File: config.mk
export PLATFORM = sky130hd
export DESIGN_NAME = shift_add_mult8
export DESIGN_NICKNAME = d
export VERILOG_FILES = /design/src/rtl/mult_pkg.sv /design/src/rtl/shift_add_mult8_rca.sv /design/src/rtl/shift_add_mult8.sv
export SDC_FILE = /design/constraint.sdc
export NUM_CORES = 1
export LEC_CHECK = 0
export BUFFER_PORTS_ARGS = -buffer_cell sky130_fd_sc_hd__buf_2
export CAP_MARGIN = 20
export CORE_ASPECT_RATIO = 0.75
export CORE_MARGIN = 4
export CORE_UTILIZATION = 49
export DETAILED_ROUTE_END_ITERATION = 10
export PLACE_DENSITY = 0.73
export SLEW_MARGIN = 30
export SYNTH_ARGS = -nofsm -noshare
export SYNTH_HDL_FRONTEND = slang
export SYNTH_SLANG_ARGS = --single-unit
File: constraint.sdc
create_clock -name clk -period 3.93 [get_ports clk]
set_clock_uncertainty 0.2 [all_clocks]
set_input_delay 0.5895 -clock clk [delete_from_list [all_inputs] [get_ports clk]]
set_output_delay 0.5895 -clock clk [all_outputs]
set_load 0.01 [all_outputs]
File: src/rtl/mult_pkg.sv
// -----------------------------------------------------------------------------
// mult_pkg
// Shared definitions for the sequential shift-add multiplier.
//   N      : operand width. The ripple-carry adder is built for 8 bits.
//   CNT_W  : iteration counter width, $clog2(N).
//   P_W    : product width, 2*N.
//   mult_state_t : controller states.
//   gate_mcand() : selects the partial product for one iteration.
// -----------------------------------------------------------------------------
package mult_pkg;

    localparam int N     = 8;
    localparam int CNT_W = $clog2(N);
    localparam int P_W   = 2 * N;

    typedef enum logic [1:0] {
        S_IDLE = 2'd0,
        S_RUN  = 2'd1,
        S_DONE = 2'd2
    } mult_state_t;

    // Partial product for one iteration: the multiplicand when the current
    // multiplier bit is set, otherwise zero.
    function automatic logic [N-1:0] gate_mcand(input logic         bit_sel,
                                                input logic [N-1:0] mcand);
        return bit_sel ? mcand : '0;
    endfunction

endpackage

File: src/rtl/shift_add_mult8_rca.sv
// -----------------------------------------------------------------------------
// RCAmanual
// 8-bit ripple-carry adder built from explicit full-adder cells.
// Ports:
//   x   [7:0] in  : first addend
//   y   [7:0] in  : second addend
//   sum [8:0] out : x + y, sum[8] is the carry out
// Purely combinational.
// -----------------------------------------------------------------------------
module RCAmanual
    import mult_pkg::*;
(
    input  logic [N-1:0] x,
    input  logic [N-1:0] y,
    output logic [N:0]   sum
);

    // carry[gi] is the carry into bit gi; carry[N] is the carry out.
    logic [N:0] carry;

    assign carry[0] = 1'b0;

    genvar gi;
    generate
        for (gi = 0; gi < N; gi++) begin : g_fa
            logic p_bit;
            logic g_bit;

            assign p_bit          = x[gi] ^ y[gi];
            assign g_bit          = x[gi] & y[gi];
            assign sum[gi]        = p_bit ^ carry[gi];
            assign carry[gi + 1]  = g_bit | (p_bit & carry[gi]);
        end
    endgenerate

    assign sum[N] = carry[N];

endmodule

File: src/rtl/shift_add_mult8.sv
// -----------------------------------------------------------------------------
// shift_add_mult8
// Sequential 8x8 unsigned multiplier. One partial-product add per clock through
// a single 8-bit ripple-carry adder; the 16-bit product is ready after 8
// iterations.
// Ports:
//   clk        in   1  : clock, all state updates on posedge
//   reset      in   1  : synchronous, active-high
//   in_valid   in   1  : a/b valid
//   in_ready   out  1  : operands can be accepted (IDLE only)
//   a          in   8  : multiplicand, unsigned
//   b          in   8  : multiplier, unsigned
//   out_valid  out  1  : product valid (DONE only), registered
//   out_ready  in   1  : consumer accepts product
//   product    out  16 : a*b, registered, held until accepted
// Timing: accept edge, 8 RUN cycles, then out_valid. With out_ready held high
// a new product is delivered every 10 clocks.
// -----------------------------------------------------------------------------
module shift_add_mult8
    import mult_pkg::*;
(
    input  logic           clk,
    input  logic           reset,
    input  logic           in_valid,
    output logic           in_ready,
    input  logic [N-1:0]   a,
    input  logic [N-1:0]   b,
    output logic           out_valid,
    input  logic           out_ready,
    output logic [P_W-1:0] product
);

    mult_state_t    state_reg, state_next;
    logic [CNT_W-1:0] cnt_reg, cnt_next;
    logic [N-1:0]   mcand_reg, mcand_next;
    logic [N-1:0]   hi_reg, hi_next;
    logic [N-1:0]   lo_reg, lo_next;
    logic [P_W-1:0] product_reg, product_next;
    logic           out_valid_reg, out_valid_next;

    logic [N-1:0]   add_y;
    logic [N:0]     add_sum;

    // hi is the running upper half; lo holds the unconsumed multiplier bits in
    // its low end and collects product bits shifted in at the top.
    assign add_y = gate_mcand(lo_reg[0], mcand_reg);

    RCAmanual u_rca (
        .x   (hi_reg),
        .y   (add_y),
        .sum (add_sum)
    );

    // -------------------------------------------------------------------------
    // Next-state and datapath
    // -------------------------------------------------------------------------
    always_comb begin
        state_next     = state_reg;
        cnt_next       = cnt_reg;
        mcand_next     = mcand_reg;
        hi_next        = hi_reg;
        lo_next        = lo_reg;
        product_next   = product_reg;
        out_valid_next = out_valid_reg;

        case (state_reg)
            S_IDLE: begin
                if (in_valid) begin
                    mcand_next = a;
                    lo_next    = b;
                    hi_next    = '0;
                    cnt_next   = '0;
                    state_next = S_RUN;
                end
            end

            S_RUN: begin
                // Shifting the 9-bit sum right by one keeps the carry in
                // hi[7]; the dropped bit becomes the next product bit in lo.
                hi_next  = add_sum[N:1];
                lo_next  = {add_sum[0], lo_reg[N-1:1]};
                cnt_next = cnt_reg + CNT_W'(1);   // wraps to 0 on the last pass
                if (cnt_reg == CNT_W'(N - 1)) begin
                    // Capture the final {hi,lo} straight into the output
                    // register so product and out_valid rise together.
                    state_next     = S_DONE;
                    out_valid_next = 1'b1;
                    product_next   = {add_sum[N:1], add_sum[0], lo_reg[N-1:1]};
                end
            end

            S_DONE: begin
                if (out_ready) begin
                    state_next     = S_IDLE;
                    out_valid_next = 1'b0;
                end
            end

            default: begin
                state_next     = S_IDLE;
                out_valid_next = 1'b0;
            end
        endcase
    end

    // -------------------------------------------------------------------------
    // State registers
    // -------------------------------------------------------------------------
    always_ff @(posedge clk) begin
        if (reset) begin
            state_reg     <= S_IDLE;
            cnt_reg       <= '0;
            mcand_reg     <= '0;
            hi_reg        <= '0;
            lo_reg        <= '0;
            product_reg   <= '0;
            out_valid_reg <= 1'b0;
        end else begin
            state_reg     <= state_next;
            cnt_reg       <= cnt_next;
            mcand_reg     <= mcand_next;
            hi_reg        <= hi_next;
            lo_reg        <= lo_next;
            product_reg   <= product_next;
            out_valid_reg <= out_valid_next;
        end
    end

    // in_ready decodes the state register only, so it is low whenever
    // out_valid is high.
    assign in_ready  = (state_reg == S_IDLE);
    assign out_valid = out_valid_reg;
    assign product   = product_reg;

endmodule

**Yosys cells after proc, flatten, opt, wreduce, memory -nomap -nowiden**

Index checks and enable logic that the tools add are counted.

- $add $sub $neg: 1
- $mul: 0
- Div/mod/pow operators: 0
- $lt $le $gt $ge: 0
- Equal/unequal tests: 6
- Shift operators: 0
- Multiplexer cells: 14
- Bitwise logic cells: 38
- Reduce and logical (&&, ||, !) cells: 7

Operators by type and width:

| cell | count |
|---|---|
| $pmux W8 S2 | 2 |
| $mux W8 | 3 |
| $and A1 B1 Y1 | 15 |
| $xor A1 B1 Y1 | 15 |
| $or A1 B1 Y1 | 7 |
| $mux W2 | 3 |
| $ne A2 B2 Y1 const B | 3 |
| $pmux W2 S3 | 1 |
| $pmux W3 S2 | 1 |
| $reduce_and A2 Y1 | 3 |
| $reduce_and A3 Y1 | 2 |
| $add A3 B1 Y3 const B | 1 |
| $eq A3 B3 Y1 const B | 1 |
| $mux W3 | 1 |
| $pmux W1 S3 | 1 |
| $eq A2 B1 Y1 const B | 1 |
| $eq A2 B2 Y1 const B | 1 |
| $logic_not A2 Y1 | 1 |
| $mux W1 | 2 |
| $reduce_bool A2 Y1 | 1 |
| $not A1 Y1 | 1 |

- Flip-flop bits (word level): 46
- Latch bits: 0
- RAM bits: 0
- ROM bits: 0
- Output and inout bits: 18
- Logic and storage cells: 73
- Memories: 0

**Longest topological paths before layout**

- Word-level depth: 17
- Gate-level depth with buffers: 15
- Depth with buffers taken out: 14

**Hierarchy**

A second synthesis with hierarchy kept.

- Cell total of the unflattened synthesis: 220
- Area total of the unflattened synthesis: 2054.5 um2

By module, submodules not included:

| module | instances | cells each | area an instance (um2) |
|---|---|---|---|
| shift_add_mult8 | 1 | 206 | 1875.5 |
| RCAmanual | 1 | 14 | 178.9 |

**Worst setup path after synthesis**

Ideal clock, no wire load.

- Kind: flip-flop to flip-flop
- From: register lo_reg[0]
- To: register hi_reg[6]
- Library setup time: 128 ps
- Arrival time: 3622 ps
- Slack: -20 ps
- Stages on the path, launching flop included: 16
- Path buffers: 1
- Clock period less this slack: 3950 ps
- Cell sequence: dfxtp_1 -> clkbuf_1 -> and2_1 -> ha_1 -> inv_1 -> fa_1 -> fa_1 -> fa_1 -> fa_1 -> fa_1 -> inv_1 -> fa_1 -> inv_1 -> fa_1 -> a2bb2oi_1 -> nor2_1

- Cells in the longest elaborated chain, start to end: 16
- Elaborated cells between the ends (all ways): 29

RTL lines:

| what | RTL line | source |
|---|---|---|
| start, declared | shift_add_mult8.sv:37 | `logic [N-1:0] lo_reg, lo_next;` |
| start signal, assigned | shift_add_mult8.sv:123 | `lo_reg <= lo_next;` |
| $mux W8 * | mult_pkg.sv:26 | `return bit_sel ? mcand : '0;` |
| $xor A1 B1 Y1 or $and A1 B1 Y1 (tied branches) | shift_add_mult8_rca.sv:29, shift_add_mult8_rca.sv:30 |  |
| $and A1 B1 Y1 | shift_add_mult8_rca.sv:32 | `assign carry[gi + 1] = g_bit \| (p_bit & carry[gi]);` |
| $or A1 B1 Y1 | shift_add_mult8_rca.sv:32 |  |
| $and A1 B1 Y1 | shift_add_mult8_rca.sv:32 |  |
| $or A1 B1 Y1 | shift_add_mult8_rca.sv:32 |  |
| $and A1 B1 Y1 | shift_add_mult8_rca.sv:32 |  |
| $or A1 B1 Y1 | shift_add_mult8_rca.sv:32 |  |
| $and A1 B1 Y1 | shift_add_mult8_rca.sv:32 |  |
| $or A1 B1 Y1 | shift_add_mult8_rca.sv:32 |  |
| $and A1 B1 Y1 | shift_add_mult8_rca.sv:32 |  |
| $or A1 B1 Y1 | shift_add_mult8_rca.sv:32 |  |
| $and A1 B1 Y1 | shift_add_mult8_rca.sv:32 |  |
| $or A1 B1 Y1 | shift_add_mult8_rca.sv:32 |  |
| $xor A1 B1 Y1 * | shift_add_mult8_rca.sv:31 | `assign sum[gi] = p_bit ^ carry[gi];` |
| $pmux W8 S2 * | shift_add_mult8.sv:66 | `case (state_reg)` |
| end signal, assigned | shift_add_mult8.sv:122 | `hi_reg <= hi_next;` |
| end, declared | shift_add_mult8.sv:36 | `logic [N-1:0] hi_reg, hi_next;` |

Mark *: on every way between the ends. The rest lies on a longest branch, timed or not.
A chain may end at the register's enable or synchronous reset.

**Final worst setup path**

- From: register mcand_reg[0]
- To: register hi_reg[6]

- Cells in the longest elaborated chain, start to end: 16

RTL lines:

| what | RTL line | source |
|---|---|---|
| start, declared | shift_add_mult8.sv:35 | `logic [N-1:0] mcand_reg, mcand_next;` |
| start signal, assigned | shift_add_mult8.sv:121 | `mcand_reg <= mcand_next;` |
| $mux W8 | mult_pkg.sv:26 |  |
| $and A1 B1 Y1 | shift_add_mult8_rca.sv:30 | `assign g_bit = x[gi] & y[gi];` |
| $and A1 B1 Y1 | shift_add_mult8_rca.sv:32 |  |
| $or A1 B1 Y1 | shift_add_mult8_rca.sv:32 |  |
| $and A1 B1 Y1 | shift_add_mult8_rca.sv:32 |  |
| $or A1 B1 Y1 | shift_add_mult8_rca.sv:32 |  |
| $and A1 B1 Y1 | shift_add_mult8_rca.sv:32 |  |
| $or A1 B1 Y1 | shift_add_mult8_rca.sv:32 |  |
| $and A1 B1 Y1 | shift_add_mult8_rca.sv:32 |  |
| $or A1 B1 Y1 | shift_add_mult8_rca.sv:32 |  |
| $and A1 B1 Y1 | shift_add_mult8_rca.sv:32 |  |
| $or A1 B1 Y1 | shift_add_mult8_rca.sv:32 |  |
| $and A1 B1 Y1 | shift_add_mult8_rca.sv:32 |  |
| $or A1 B1 Y1 | shift_add_mult8_rca.sv:32 |  |
| $xor A1 B1 Y1 | shift_add_mult8_rca.sv:31 |  |
| $pmux W8 S2 | shift_add_mult8.sv:66 |  |

No other way between the ends.

==> results.json <==
{
  "gp_congestion": 0.779,
  "cap_violations": 0,
  "cts-root-buf": "clkbuf_8",
  "synth_nets": 248,
  "status": "complete, no violations",
  "hpwl_um": 2750,
  "layout_min_cycle_time_ns": 3.78,
  "relSlewSlack_pct": 40.4,
  "nFillCells": 393,
  "die_area_mm2": 0.00529,
  "antenna_cells": 0,
  "crit_arrival_ns": 3.74,
  "nets": 278,
  "synth_seq_cells": 46,
  "die_width_um": 82.7,
  "num_rows": 20,
  "fmax_ghz": 0.264,
  "path_class": "flip-flop to flip-flop",
  "clk_path_buf_depth": 2,
  "irDropWorstVdd_mv": 0.193,
  "cp_cell_sequence": "and2_1 -> ha_1 -> inv_1 -> fa_2 -> fa_2 -> fa_1 -> fa_2 -> fa_1 -> inv_1 -> fa_1 -> inv_1 -> fa_1 -> a2bb2oi_2 -> nor2_1",
  "yosys_warnings": 0,
  "fin_setup_tns_ns": 0,
  "layout-drive-gt1-share_pct": 25.7,
  "cp-end-kind": "flip-flop",
  "crit_required_ns": 3.88,
  "p_sw_mw": 0.209,
  "synthMuxAreaShare_pct": 4.40,
  "setup_violations": 0,
  "vias": 1493,
  "syn_to_final_growth_pct": 13.8,
  "cp_slowest_cell": "fa_1",
  "synth_top_family_by_area": "compound AO/OA/AOI/OAI gates",
  "crit_path_frequent_cell": "fa_1",
  "track_usage_pct": 16.2,
  "ant_nets": 0,
  "synthAdderAreaFrac_pct": 8.67,
  "syn-instance-count": 218,
  "synth.distinct_cells": 29,
  "tightest_slew_ns": 0.894,
  "power_frac_clock_pct": 36.6,
  "coreArea_mm2": 0.00405,
  "startpoint_type": "flip-flop",
  "clk_latency_ns": 0.30,
  "syn-cell-area_mm2": 0.00205,
  "cts_tree": "yes",
  "regArea_um2": 921,
  "synth-compound-area-share_pct": 18.6,
  "largest_reg_flops": 16,
  "utilization_pct": 57.5,
  "ys_seq_area_share_pct": 44.9,
  "syn_avg_cell_area_um2": 9.40,
  "power_frac_seq_pct": 54.2,
  "clock_sinks": 46,
  "postCtsSetupRepairBufs": 0,
  "p_leak_nw": 0.918,
  "drt_iter0_markers": 75,
  "critical_path.top_delay_family": "adder cells",
  "switching_share_pct": 23.2,
  "vias_per_cell": 4.91,
  "period_share_pct": 96.3,
  "p_comb_share_pct": 9.2,
  "crit_fanout": 2,
  "slew_violations": 0,
  "wl_per_cell_um": 12.8,
  "grt-ovfl-total": 0,
  "drc": 0,
  "htree_levels": 2,
  "postRouteWirelength_um": 3880,
  "grt_pass1_wl_um": 6430,
  "ios": 38,
  "grt_pass1_vias": 1386,
  "grt_max_degree": 47,
  "hold_path.class": "flip-flop to flip-flop",
  "clk_pin_slew_ns": 0.08,
  "crit_path_max_incr_delay_ns": 0.52,
  "synth_top_area_share_pct": 44.9,
  "rsz0062_at_grt": "false",
  "dr.pass1.iters": 4,
  "cts_made_buffers": 5,
  "hold_viol": 0,
  "critPathBufInv": 3,
  "multiInputGateArea_um2": 995,
  "initial_utilization_pct": 50.6,
  "cellPowerDensity_mw_per_mm2": 387,
  "portBuffers": 37,
  "yosysTopAreaCell": "dfxtp_1",
  "synth-xor-area-share_pct": 0,
  "p_int_mw": 0.694,
  "fp.dieH_um": 64.0,
  "ys_top_cells_by_area": "dfxtp_1, nand2_1, fa_1, a211oi_2, nor2_1",
  "antenna_found_initial": 0,
  "yosys.area_share.simple_pct": 16.2
}
## cell usage after synthesis
cell        n
fa_1        7
nand2_1    40
a22oi_1     3
o21ba_4     1
nand3b_1    1
buf_6       3
nor3b_2     1
a211oi_2    9
nor2_2      1
buf_1       1
and3b_1     1
and2_1      2
a211oi_1    7
buf_4       2
o21bai_2    1
dfxtp_1    46
mux2i_1     9
a21oi_1    19
nor2_1     29
ha_1        3
inv_1      10
nand2b_1    1
clkbuf_1    6
buf_12      1
buf_2       3
a2bb2oi_1   8
or3b_1      1
nor3_1      1
nor2b_1     1
## worst min-delay path, stage by stage (launching register included)
cell and delay (ns):
dfxtp_1 0.31, nand2_1 0.05, a21oi_1 0.05
## cell usage in the layout, fill, tap and decap left out, drive strengths merged
cell     count
clkbuf       8
a2bb2oi      8
a22oi        3
nand2b       1
nor2        30
mux2i        9
nor3         1
nand3b       1
o21bai       1
ha           3
a21oi       19
nor3b        1
nand2       40
and2         2
nor2b        1
fa           7
o21ba        1
dfxtp       46
inv         10
or3b         1
buf         39
a211oi      16
and3b        1
## cells by family after synthesis
logic type / count (synthesis)
and+or+nand+nor: 79
AOI/OAI and AO/OA: 48
DFF: 46
buffers and inverters: 26
adders and majority gates: 10
muxes: 9
## final cells by class
cell class | instances | area share [%]
well taps | 55 | 2.95
inverters | 10 | 1.61
multi-input cells | 146 | 42.7
clock buffers | 8 | 4.72
repair buffers | 39 | 8.58
flip-flops and latches | 46 | 39.5
## power by group through the flow
stage | Combinational (mW) | Sequential [mW] | Clock (mW)
2_1_floorplan | 0.0677 | 0.498 | 0
3_3_place_gp | 0.0815 | 0.500 | 0
3_5_place_dp | 0.0828 | 0.501 | 0
4_1_cts | 0.0835 | 0.490 | 0.338
5_1_grt | 0.0918 | 0.492 | 0.360
6_report | 0.0829 | 0.490 | 0.330
## through the flow
step | area, um2 | total power, mW | hold WS [ns] | cells | worst slack [ns]
global route | 2330 | 0.943 | 0.273 | 304 | 0.0246
floorplan | 2050 | 0.566 | 0.232 | 218 | 0.0685
global placement | 2210 | 0.582 | 0.240 | 296 | 0.109
CTS | 2320 | 0.911 | 0.256 | 304 | 0.0129
detailed placement | 2210 | 0.583 | 0.245 | 296 | 0.00180
finish | 2330 | 0.903 | 0.252 | 304 | 0.147
## routing by layer
metal	global-route usage [%]	up-vias	share of wire [%]
met2	23.1	35	41
met1	22.8	673	53
met5	0	-	0
met4	7.35	0	0.83
li1	-	782	-
met3	4.23	3	4.8
## what timing repair did
action                     CTS  global route
resized for setup            1             3
hold buffers                 0             0
setup endpoints to repair    1             2
## final timing paths
check | start | to | slack (ns) | cells after the start
hold reg to reg | product[5] | product[5] | 0.25 | 2
hold / removal | product[5] | product[5] | 0.25 | 2
setup / recovery | mcand_reg[0] | hi_reg[6] | 0.15 | 14
setup reg to reg | mcand_reg[0] | hi_reg[6] | 0.15 | 14
(Power assumes the default switching activity.)
